File: config.mk
export PLATFORM = sky130hd
export DESIGN_NAME = video_timing_generator
export DESIGN_NICKNAME = d
export VERILOG_FILES = /design/src/rtl/video_timing_generator.sv
export SDC_FILE = /design/constraint.sdc
export NUM_CORES = 1
export LEC_CHECK = 0
export CORE_ASPECT_RATIO = 0.9
export CORE_MARGIN = 4
export CORE_UTILIZATION = 60
export CTS_CLUSTER_DIAMETER = 80
export DETAILED_ROUTE_END_ITERATION = 7
export DONT_BUFFER_PORTS = 1
export GPL_ROUTABILITY_DRIVEN = 0
export PLACE_DENSITY = 0.76
export SETUP_SLACK_MARGIN = 0.15
export SLEW_MARGIN = 10
export SYNTH_ARGS = -nofsm -noshare
export SYNTH_HDL_FRONTEND = slang
export SYNTH_SLANG_ARGS = --single-unit
File: constraint.sdc
create_clock -name CLK_40 -period 7.25 [get_ports CLK_40]
set_input_delay 1.0875 -clock CLK_40 [delete_from_list [all_inputs] [get_ports CLK_40]]
set_output_delay 1.0875 -clock CLK_40 [all_outputs]
set_load 0.03 [all_outputs]
File: src/rtl/video_timing_generator.sv
// Raster timing generator: sync/active decode, start pulses and letterboxed
// pixel-replicated source coordinates. Define VTG_FRAME_COUNTER_EN to add frame_cnt.
module video_timing_generator #(
  parameter int H_ACTIVE  = 800,
  parameter int H_FP      = 40,
  parameter int H_SYNC    = 128,
  parameter int H_BP      = 88,
  parameter int V_ACTIVE  = 600,
  parameter int V_FP      = 1,
  parameter int V_SYNC    = 4,
  parameter int V_BP      = 23,
  parameter int HSYNC_POL = 1,
  parameter int VSYNC_POL = 1,
  parameter int SRC_W     = 160,
  parameter int SRC_H     = 120,
  parameter int SCALE     = 4,
  parameter int H_OFFSET  = 80,
  parameter int V_OFFSET  = 60
) (
  input  logic                          CLK_40,
  input  logic                          reset,
  input  logic                          clk_en,
  output logic                          hsync,
  output logic                          vsync,
  output logic                          active,
  output logic [$clog2(H_ACTIVE)-1:0]   x_pos,
  output logic [$clog2(V_ACTIVE)-1:0]   y_pos,
  output logic                          line_start,
  output logic                          frame_start,
  output logic [$clog2(SRC_W+1)-1:0]    src_x,
  output logic [$clog2(SRC_H+1)-1:0]    src_y,
  output logic                          src_valid
`ifdef VTG_FRAME_COUNTER_EN
  , output logic [15:0]                 frame_cnt
`endif
);

  localparam int H_TOTAL = H_ACTIVE + H_FP + H_SYNC + H_BP;
  localparam int V_TOTAL = V_ACTIVE + V_FP + V_SYNC + V_BP;
  localparam int HW      = $clog2(H_TOTAL);
  localparam int VW      = $clog2(V_TOTAL);
  localparam int XW      = $clog2(H_ACTIVE);
  localparam int YW      = $clog2(V_ACTIVE);
  localparam int SXW     = $clog2(SRC_W + 1);
  localparam int SYW     = $clog2(SRC_H + 1);
  localparam int SUB_W   = (SCALE > 1) ? $clog2(SCALE) : 1;
  localparam int H_WIN_E = H_OFFSET + SRC_W * SCALE;
  localparam int V_WIN_E = V_OFFSET + SRC_H * SCALE;

  localparam logic [HW-1:0]    H_LAST  = HW'(H_TOTAL - 1);
  localparam logic [VW-1:0]    V_LAST  = VW'(V_TOTAL - 1);
  localparam logic [SUB_W-1:0] SUB_L   = SUB_W'(SCALE - 1);
  localparam logic [SXW-1:0]   SX_SAT  = SXW'(SRC_W);
  localparam logic [SYW-1:0]   SY_SAT  = SYW'(SRC_H);
  localparam logic             HS_ON   = (HSYNC_POL != 0);
  localparam logic             VS_ON   = (VSYNC_POL != 0);

  if (H_WIN_E > H_ACTIVE) begin : g_chk_h
    $error("source window exceeds H_ACTIVE");
  end
  if (V_WIN_E > V_ACTIVE) begin : g_chk_v
    $error("source window exceeds V_ACTIVE");
  end
  if (SCALE < 1) begin : g_chk_s
    $error("SCALE must be at least 1");
  end

  logic [HW-1:0]    h_cnt, h_nxt;
  logic [VW-1:0]    v_cnt, v_nxt;
  logic [SUB_W-1:0] h_sub, v_sub;
  logic             h_wrap, f_wrap, act_nxt, h_in, v_in, hwin_nxt, vwin_nxt;

  // Outputs are decoded from the next counter value so they line up with the counters.
  always_comb begin
    h_wrap   = (h_cnt == H_LAST);
    f_wrap   = h_wrap && (v_cnt == V_LAST);
    h_nxt    = h_wrap ? '0 : h_cnt + HW'(1);
    v_nxt    = v_cnt;
    if (h_wrap) v_nxt = (v_cnt == V_LAST) ? '0 : v_cnt + VW'(1);
    act_nxt  = (int'(h_nxt) < H_ACTIVE) && (int'(v_nxt) < V_ACTIVE);
    hwin_nxt = (int'(h_nxt) >= H_OFFSET) && (int'(h_nxt) < H_WIN_E);
    vwin_nxt = (int'(v_nxt) >= V_OFFSET) && (int'(v_nxt) < V_WIN_E);
    h_in     = (int'(h_cnt) >= H_OFFSET) && (int'(h_cnt) < H_WIN_E);
    v_in     = (int'(v_cnt) >= V_OFFSET) && (int'(v_cnt) < V_WIN_E);
  end

  always_ff @(posedge CLK_40) begin
    if (reset) begin
      h_cnt       <= H_LAST;
      v_cnt       <= V_LAST;
      hsync       <= !HS_ON;
      vsync       <= !VS_ON;
      active      <= 1'b0;
      x_pos       <= '0;
      y_pos       <= '0;
      line_start  <= 1'b0;
      frame_start <= 1'b0;
      src_x       <= '0;
      src_y       <= '0;
      src_valid   <= 1'b0;
      h_sub       <= '0;
      v_sub       <= '0;
    end else if (clk_en) begin
      h_cnt       <= h_nxt;
      v_cnt       <= v_nxt;
      active      <= act_nxt;
      x_pos       <= act_nxt ? XW'(h_nxt) : '0;
      y_pos       <= act_nxt ? YW'(v_nxt) : '0;
      hsync       <= ((int'(h_nxt) >= H_ACTIVE + H_FP) &&
                      (int'(h_nxt) < H_ACTIVE + H_FP + H_SYNC)) ? HS_ON : !HS_ON;
      vsync       <= ((int'(v_nxt) >= V_ACTIVE + V_FP) &&
                      (int'(v_nxt) < V_ACTIVE + V_FP + V_SYNC)) ? VS_ON : !VS_ON;
      line_start  <= h_wrap;
      frame_start <= f_wrap;
      src_valid   <= act_nxt && hwin_nxt && vwin_nxt;
      // Leaving a window pixel advances the replication count; a full count steps src_x.
      if (h_wrap) begin
        h_sub <= '0;
        src_x <= '0;
      end else if (h_in) begin
        if (h_sub == SUB_L) begin
          h_sub <= '0;
          if (src_x != SX_SAT) src_x <= src_x + SXW'(1);
        end else begin
          h_sub <= h_sub + SUB_W'(1);
        end
      end
      if (f_wrap) begin
        v_sub <= '0;
        src_y <= '0;
      end else if (h_wrap && v_in) begin
        if (v_sub == SUB_L) begin
          v_sub <= '0;
          if (src_y != SY_SAT) src_y <= src_y + SYW'(1);
        end else begin
          v_sub <= v_sub + SUB_W'(1);
        end
      end
    end else begin
      line_start  <= 1'b0;
      frame_start <= 1'b0;
    end
  end

`ifdef VTG_FRAME_COUNTER_EN
  always_ff @(posedge CLK_40) begin
    if (reset)                 frame_cnt <= '0;
    else if (clk_en && f_wrap) frame_cnt <= frame_cnt + 16'd1;
  end
`endif

endmodule

==> flow_results.org <==
** Run status
- The run finished with clean final reports.

** Layout
- Growth of design area from synthesis to finish :: 3.50%
- The post-route netlist has 11.8% of its cells at a drive strength greater than 1.
- Layout fillers :: 535
- Final design area excluding fillers :: 3990 µm²
- 0 antenna diodes ended up in the layout.
- Final net count :: 457

** Pwr
- Switching component of the power :: 0.000310 W
- For this design the ratio of total power to cell area is 239 nW/µm².
- Part of the total power dissipated in sequential elements :: 43.9%
- Clock group share of total power :: 36.9%
- Net switching is 32.5% of the power.
- For this design the static power due to leakage is 1.46 nW.
- Across the VDD grid, the largest voltage drop is 0.125 mV.
- Combinational logic burns 19.1% of the power.
- Total power for the finished layout comes to 0.000955 W.
- Cell-internal power :: 0.000644 W

** Critical path
- The critical path in this run is classified as reg2reg.
- Worst-path cell with the longest stage delay :: a2111oi_0
- Category of the worst setup path capture point :: flip-flop
- For this run, the slowest stage of the critical path takes 0.51 ns.
- Along the worst path, the maximum fanout reaches 13.
- Worst path arrival time :: 3.91 ns
- Setup slack on the worst reg-to-reg path comes out at 3.63 ns.
- Counting cells, the worst reg-to-reg path comes to 8.
- Broken down by cell family, the worst path's largest delay share belongs to simple AND/OR/NAND/NOR gates.
- The critical path contains buffers and inverters numbering 0 combined.
- Traced cell by cell, the critical path runs through ha_1 > and4_1 > nand3_1 > a2111oi_0 > o311ai_1 > or2_1 > or3_1 > o21ai_2.
- The worst setup path is launched from a flip-flop.
- In this run the critical register-to-register path is captured at x_pos[3]$_SDFFE_PP0P_.
- The startpoint identified for the worst register-to-register timing path is h_cnt[0]$_SDFFE_PP1P_.
- Data required time at the worst endpoint :: 7.54 ns

** Placed design
- After legalization and detailed placement, the total HPWL measured 6220 µm.
- The count of buffers added on input and output ports is 0.
- Area post-placement :: 3770 µm²

** Timing
- For the pin with the worst max-slew slack, the measured transition is 0.805 ns.
- Setup TNS :: 0 ns
- Between clock sinks in the finished design, the worst skew comes to 0.0122 ns.
- Setup repair after global routing left no endpoint under its margin.
- Headroom to the max-slew limit :: 46.3%
- Final Slew Violations :: 0
- Maximum achievable frequency :: 276 MHz
- Hold is met by 0.470 ns.
- Setup violations remaining at the end of the flow were counted as 0.
- Period utilization :: 50.0%
- The clock period could shrink to 3.62 ns.
- Endpoints failing hold :: 0

** Min path
- End of the worst hold path :: v_sub[1]$_SDFFE_PP0P_
- Type of the worst min-delay path :: reg2reg
- Hold-critical path depth :: 2
- The startpoint identified for the worst hold timing path is v_sub[1]$_SDFFE_PP0P_.

** Floorplan
- Cell row count :: 27
- In this run the count of I/O pins placed on the die edge is 44.
- Initial core utilization :: 62.4%
- Die Ht :: 84.1 µm
- Die Outline Area :: 7780 µm²
- Measured along the x axis, the die boundary spans 92.5 µm.
- The floorplan step defined a core boundary enclosing 6180 µm².

** Flow run
- The tool flagged a number of max-cap violations equal to 0.

** Synth
- The synthesized design contains 66 register bits.
- The Yosys step of the flow raised 0 warnings.
- Synthesis produced a netlist whose cell count is 461.
- Averaged over all synthesized cells, the footprint is 8.37 µm².
- Summing every instance area after synthesis gives 3860 µm².
- In this run, distinct cell masters in the synthesized netlist total 71.
- The share of the Yosys chip area taken by registers is 34.3%.
- For this run, the leading register cell type out of synthesis is dfxtp_1.
- Yosys mapped a number of flops with a built-in enable equal to 0.
- Share of synthesized registers carrying an async set or reset :: 0%
- Synthesis produced a netlist with a net count of 474.

** Detailed routing
- After detailed routing, the total wire length is 8760 µm.
- Detailed-route wire length per cell :: 16.3 µm
- For this block, the via count after detailed routing is 3290.
- Dividing the detail-routed via count by the number of cells gives 6.14.
- Number of remaining DRC errors :: 0
- After the first detailed-routing iteration, the DRC count stood at 321.
- Before antenna repair, the detailed router went through 5 iterations.
- The count of nets left with antenna violations once routing finished came out at 0.

** Global route
- Overflow left after global routing :: 0
- Antenna violations before repair :: 0
- Maximum number of pins on one net before global-route repair :: 38
- For met3 alone, demand over resource in global routing was 7.12%.
- The number of global-route vias before repair came to 2949.
- Global routing consumed, over all layers together, 22.8% of the routing resources.
- In the global route stage, met1 resource usage came out at 31.9%.
- In this run the most used layer during global routing was met2.
- For met2 alone, demand over resource in global routing was 33.5%.
- First-pass GRT wire length :: 14600 µm

** Clock network
- H-tree depth :: 3
- The clock reaches the later pin of the worst-skew pair after 0.35 ns.
- Clk slew on worst S/H paths :: 0.08 ns
- Inserted Clock Buffers :: 9
- For this design, the CTS-stage hold fixing added 0 buffers.
- TritonCTS built the clock tree.
- CTS Sinks :: 66
- In this run the deepest clock path goes through 2 buffers.
- Post-CTS repair changed the size of 0 cells.
- Clock tree root buffer cell :: clkbuf_8
- Post-CTS repair timing setup buffer count :: 0
## final cells by class
type | instances | area (µm²) | area share [%]
clock inverters | 5 | 85.1 | 2.13
inverters | 15 | 56.3 | 1.41
well taps | 87 | 109 | 2.73
flip-flops and latches | 66 | 1320 | 33.1
multi-input cells | 349 | 2260 | 56.5
clock buffers | 11 | 141 | 3.54
repair buffers | 3 | 22.5 | 0.564
## power by group through the flow
stage / sequential [W] / combinational (W) / clock [W]
2_1_floorplan: 0.000410 / 0.000172 / 0
3_3_place_gp: 0.000426 / 0.000176 / 0
3_5_place_dp: 0.000427 / 0.000178 / 0
4_1_cts: 0.000419 / 0.000179 / 0.000358
5_1_grt: 0.000422 / 0.000200 / 0.000374
6_report: 0.000420 / 0.000183 / 0.000352
## state kept, by name, indices dropped and copies added (netlist names), 2 cells and up
name	flops
v_sub	2
y_pos	10
src_y	7
h_sub	2
x_pos	10
v_cnt	10
h_cnt	11
src_x	8
## synthesized netlist by cell type, types with 3 or more instances
cell type   n  area [µm²]
or2_2       3        18.8
a31oi_1     9        56.3
buf_1       4        15.0
inv_1      14        52.6
o21ai_0    20         100
nor3_1      9        45.0
o31ai_2     4        50.1
and3_1      6        37.5
o21ai_2     6        52.6
nand2_1    63         236
a22oi_1     3        22.5
nand3_1    22         110
clkbuf_1   14        52.6
o31ai_1     9        67.6
or4_1       3        22.5
nor2_1     53         199
clkbuf_8    6        82.6
xnor2_1    14         123
or3_1       3        18.8
dfxtp_1    66        1320
nor4_1      3        18.8
nand2b_1    4        25.0
a21oi_1    18        90.1
ha_1       10         125
nand4_1    13        81.3
a211o_1     6        52.6
and4_1      3        26.3
xor2_1     20         175
## cells by family (layout without fill, tap and decap cells)
kind of cell / after synthesis / after routing / share of synthesized area [%]
AOI/OAI and AO/OA: 102 / 102 / 20.5
xor gates and xnor gates: 34 / 34 / 7.72
adders and majority gates: 10 / 10 / 3.24
buffers and inverters: 46 / 34 / 7.23
DFF: 66 / 66 / 34.3
and+or+nand+nor: 203 / 203 / 27.0
## worst max path at each step
stage | cells after the start | slack [ns] | endpoint | start
floorplan | 10 | 4.60 | x_pos[7]$_SDFFE_PP0P_ | h_cnt[1]$_SDFFE_PP1P_
global placement | 8 | 3.90 | x_pos[3]$_SDFFE_PP0P_ | h_cnt[0]$_SDFFE_PP1P_
detailed placement | 8 | 3.71 | x_pos[3]$_SDFFE_PP0P_ | h_cnt[0]$_SDFFE_PP1P_
CTS | 8 | 3.67 | x_pos[3]$_SDFFE_PP0P_ | h_cnt[0]$_SDFFE_PP1P_
global route | 8 | 3.33 | x_pos[3]$_SDFFE_PP0P_ | h_cnt[0]$_SDFFE_PP1P_
finish | 8 | 3.63 | x_pos[3]$_SDFFE_PP0P_ | h_cnt[0]$_SDFFE_PP1P_
## layer usage
metal	routed length [µm]	share of wire, %
met1	4130	47
met2	3700	42
met3	780	8.9
met4	153	1.7
met5	0	0
## cells in the final DEF, fill, tap and decap left out, drive strengths merged, types with 3 or more instances in the layout
cell | synthesis | routed
nor3 | 11 | 11
dfxtp | 66 | 66
clkbuf | 20 | 11
buf | 10 | 3
xor2 | 20 | 20
nand2 | 63 | 63
nand3 | 22 | 22
a22oi | 3 | 3
nand4 | 14 | 14
or2 | 4 | 4
o31ai | 13 | 13
a211o | 7 | 7
and3 | 6 | 6
nand2b | 4 | 4
or4 | 4 | 4
o21ai | 28 | 28
or3 | 4 | 4
xnor2 | 14 | 14
a31oi | 10 | 10
nor4 | 5 | 5
a21oi | 20 | 20
nor2 | 53 | 53
inv | 15 | 17
and4 | 3 | 3
ha | 10 | 10
## worst reg2reg max path: cells and delay by family, from the launching register on
| family | cells | cell delay (ns) |
|---|---|---|
| and+or+nand+nor | 4 | 1.75 |
| AOI/OAI and AO/OA | 3 | 0.85 |
| DFF | 1 | 0.49 |
| adders and majority gates | 1 | 0.48 |
## metrics by stage
stage / worst slack (ns) / instances / util (%)
6_report: 3.63 / 536 / 64.6
5_1_grt: 3.33 / 536 / 64.6
3_5_place_dp: 3.71 / 520 / 60.9
3_3_place_gp: 3.90 / 520 / 60.9
4_1_cts: 3.67 / 536 / 64.6
2_1_floorplan: 4.60 / 461 / -
No activity file was read; power rests on OpenSTA's default activity.
==> RTL change, RTL diff (same settings) <==
Set the parameter `HSYNC_POL` to 0 (it was 1).
--- a/src/rtl/video_timing_generator.sv
+++ b/src/rtl/video_timing_generator.sv
@@ -9,7 +9,7 @@
   parameter int V_FP      = 1,
   parameter int V_SYNC    = 4,
   parameter int V_BP      = 23,
-  parameter int HSYNC_POL = 1,
+  parameter int HSYNC_POL = 0,
   parameter int VSYNC_POL = 1,
   parameter int SRC_W     = 160,
   parameter int SRC_H     = 120,
Check against the original RTL: not equivalent (a bounded check fails within 4 cycles, from zero or initial values and one cycle with reset high).
==> RTL change against the original RTL <==
- clock power is 11% lower
- maximum frequency rose by 0.32%
- total power is 5.0% lower
- cell area rose by 1.6%
- clock skew is essentially flat
- wire length up 16%
- sequential cell count did not move
- critical path depth unchanged
- via count is 11% higher
- setup slack improved by 0.011 ns
- synthesized area is 2.0% higher
==> RTL change: results <==
group,metric,value,unit
cts,clock_path_buffers,2,
logic_synthesis,yosysUniqueCellTypes,65,
power,peakVddDrop,0.145,mV
routing,drt_iter0_markers,509,
cts,cts_inserted_buffers,9,
hold_path,worst_hold_startpoint,"v_sub[1]",
outcome,outcome,"complete, no violations",
power,power.static_leakage,1.47,nW
placement,place_ws,3.76,ns
cts,post_cts_buffers,0,
worst_setup_path,critPathMaxFanout,21,
global_route,grt_util_all_layers,26.1,%
global_route,grt-ovfl-total,0,
worst_setup_path,rr_startpoint,"h_cnt[0]",
cts,clk_pin_slew,0.08,ns
global_route,grt_pass1_wl,16700,um
logic_synthesis,yosys_warnings,0,
cells_and_area,antenna-diode-count,0,
placement,portBuffers,0,
logic_synthesis,synth_commonest_cells,"dfxtp_1 (66), nor2_1 (65), nand2_1 (37), o21ai_0 (30), nand3_1 (26)",
cts,root_cell_of_the_clock_tree,"clkbuf_8",
logic_synthesis,asr_flop_ratio_synth,0,%
hold_path,worst_hold_path_type,"flop to flop",
sta,timing.clock.skew,0.0126,ns
routing,drt_wl_total,10100,um
cells_and_area,final.fill_count,552,
routing,viasPerCell,6.60,
worst_setup_path,timing.critical_path.arrival,3.90,ns
global_route,via_count_of_the_first_global_routing_pass,3244,
cells_and_area,num-nets-final,476,
hold_path,hold_end,"v_sub[1]",
global_route,maximum_number_of_pins_on_one_net_before_global_route_repair,47,
logic_synthesis,synth.area.top_cells,"dfxtp_1 (34%), nor2_1 (6.2%), o21ai_0 (3.8%)",
cells_and_area,top_register,"h_cnt",
hold_path,hold-path-cell-count,2,
worst_setup_path,r2r_cells,8,
worst_setup_path,r2r_setup_slack,3.64,ns
routing,drt_pass1_iterations,5,
cells_and_area,max_ffs_per_register,11,
sta,timing_worst_slew_pin_value,1.16,ns
placement,place_area,0.00387,sq mm
placement,place.detailed.hpwl,6800,um
global_route,antenna_found_initial,0,
logic_synthesis,ys_seq_area_share,33.6,%
worst_setup_path,regToRegEndpoint,"y_pos[4]",
cts,cts-htree-levels,3,
logic_synthesis,syn-num-nets,502,
cells_and_area,drive_gt1_share,7.71,%
-- RTL change: changes by cell type after synthesis, moves of 6 or more --
cell	delta
nor2_1	+12
o21ai_0	+10
o211ai_1	+7
a32oi_1	+17
clkbuf_8	-6
o31ai_1	-9
o21ai_2	-6
a211oi_1	+6
nand2_1	-26
clkbuf_1	+11
-- RTL change: worst max-delay path, stage by stage (launching register included) --
cell       delay [ns]
dfxtp_1          0.46
ha_1             0.38
nand4_1          0.30
nor4_4           0.55
nand2_2          0.14
xnor2_2          0.24
a2111oi_4        1.09
a32oi_1          0.24
nor2_1           0.13
-- RTL change: report_power, final --
| part | total [W] | internal [W] | switching, W | leakage, nW |
|---|---|---|---|---|
| clock network | 0.000312 | 0.000158 | 0.000154 | 0.0917 |
| logic | 0.000181 | 0.0000613 | 0.000120 | 0.839 |
| registers | 0.000414 | 0.000376 | 0.0000377 | 0.535 |
| total | 0.000907 | 0.000595 | 0.000312 | 1.47 |
-- RTL change: cell families after synthesis --
family / share of synthesized area [%]
muxes: 1.59
adders and majority gates: 3.18
buffers and inverters: 6.36
xor gates and xnor gates: 6.42
DFF: 33.6
and+or+nand+nor: 27.5
AOI/OAI and AO/OA: 21.4
-- RTL change: per-layer routing --
metal	track usage [%]	part of all wire, %	vias to the layer above	wire [um]
met3	8.95	13	26	1310
met1	38.1	44	1672	4420
met4	7.59	1.8	0	181
met5	0	0	-	0
li1	-	-	1728	-
met2	36.3	42	228	4230
-- RTL change: area by class of cell --
cell class / instances / area, sq um / area share, %
clock buffer: 9 / 124 / 3.05
timing repair buffer: 1 / 7.51 / 0.185
clock inverter: 6 / 67.6 / 1.67
inverter: 17 / 63.8 / 1.57
multi-input combinational: 368 / 2360 / 58.3
tap: 87 / 109 / 2.68
sequential: 66 / 1320 / 32.6
-- RTL change: worst max-delay path by stage --
stage                         from         to  slack [ns]  depth (start not counted)
after floorplan           h_cnt[0]   x_pos[0]        4.69                         10
after global placement    h_cnt[0]  src_valid        3.87                          8
after detailed placement  h_cnt[0]  src_valid        3.76                          8
after CTS                 h_cnt[0]  src_valid        3.72                          8
after global routing      h_cnt[0]   y_pos[4]        3.37                          8
final                     h_cnt[0]   y_pos[4]        3.64                          8
-- RTL change: through the flow --
step | total power, W | hold slack, ns | std cells | utilization (%)
global placement | 0.000594 | 0.439 | 539 | 61.9
detailed placement | 0.000596 | 0.456 | 539 | 61.9
CTS | 0.000907 | 0.470 | 554 | 64.9
floorplan | 0.000567 | 0.436 | 489 | -
finish | 0.000907 | 0.470 | 554 | 64.9
global route | 0.000949 | 0.520 | 554 | 64.9
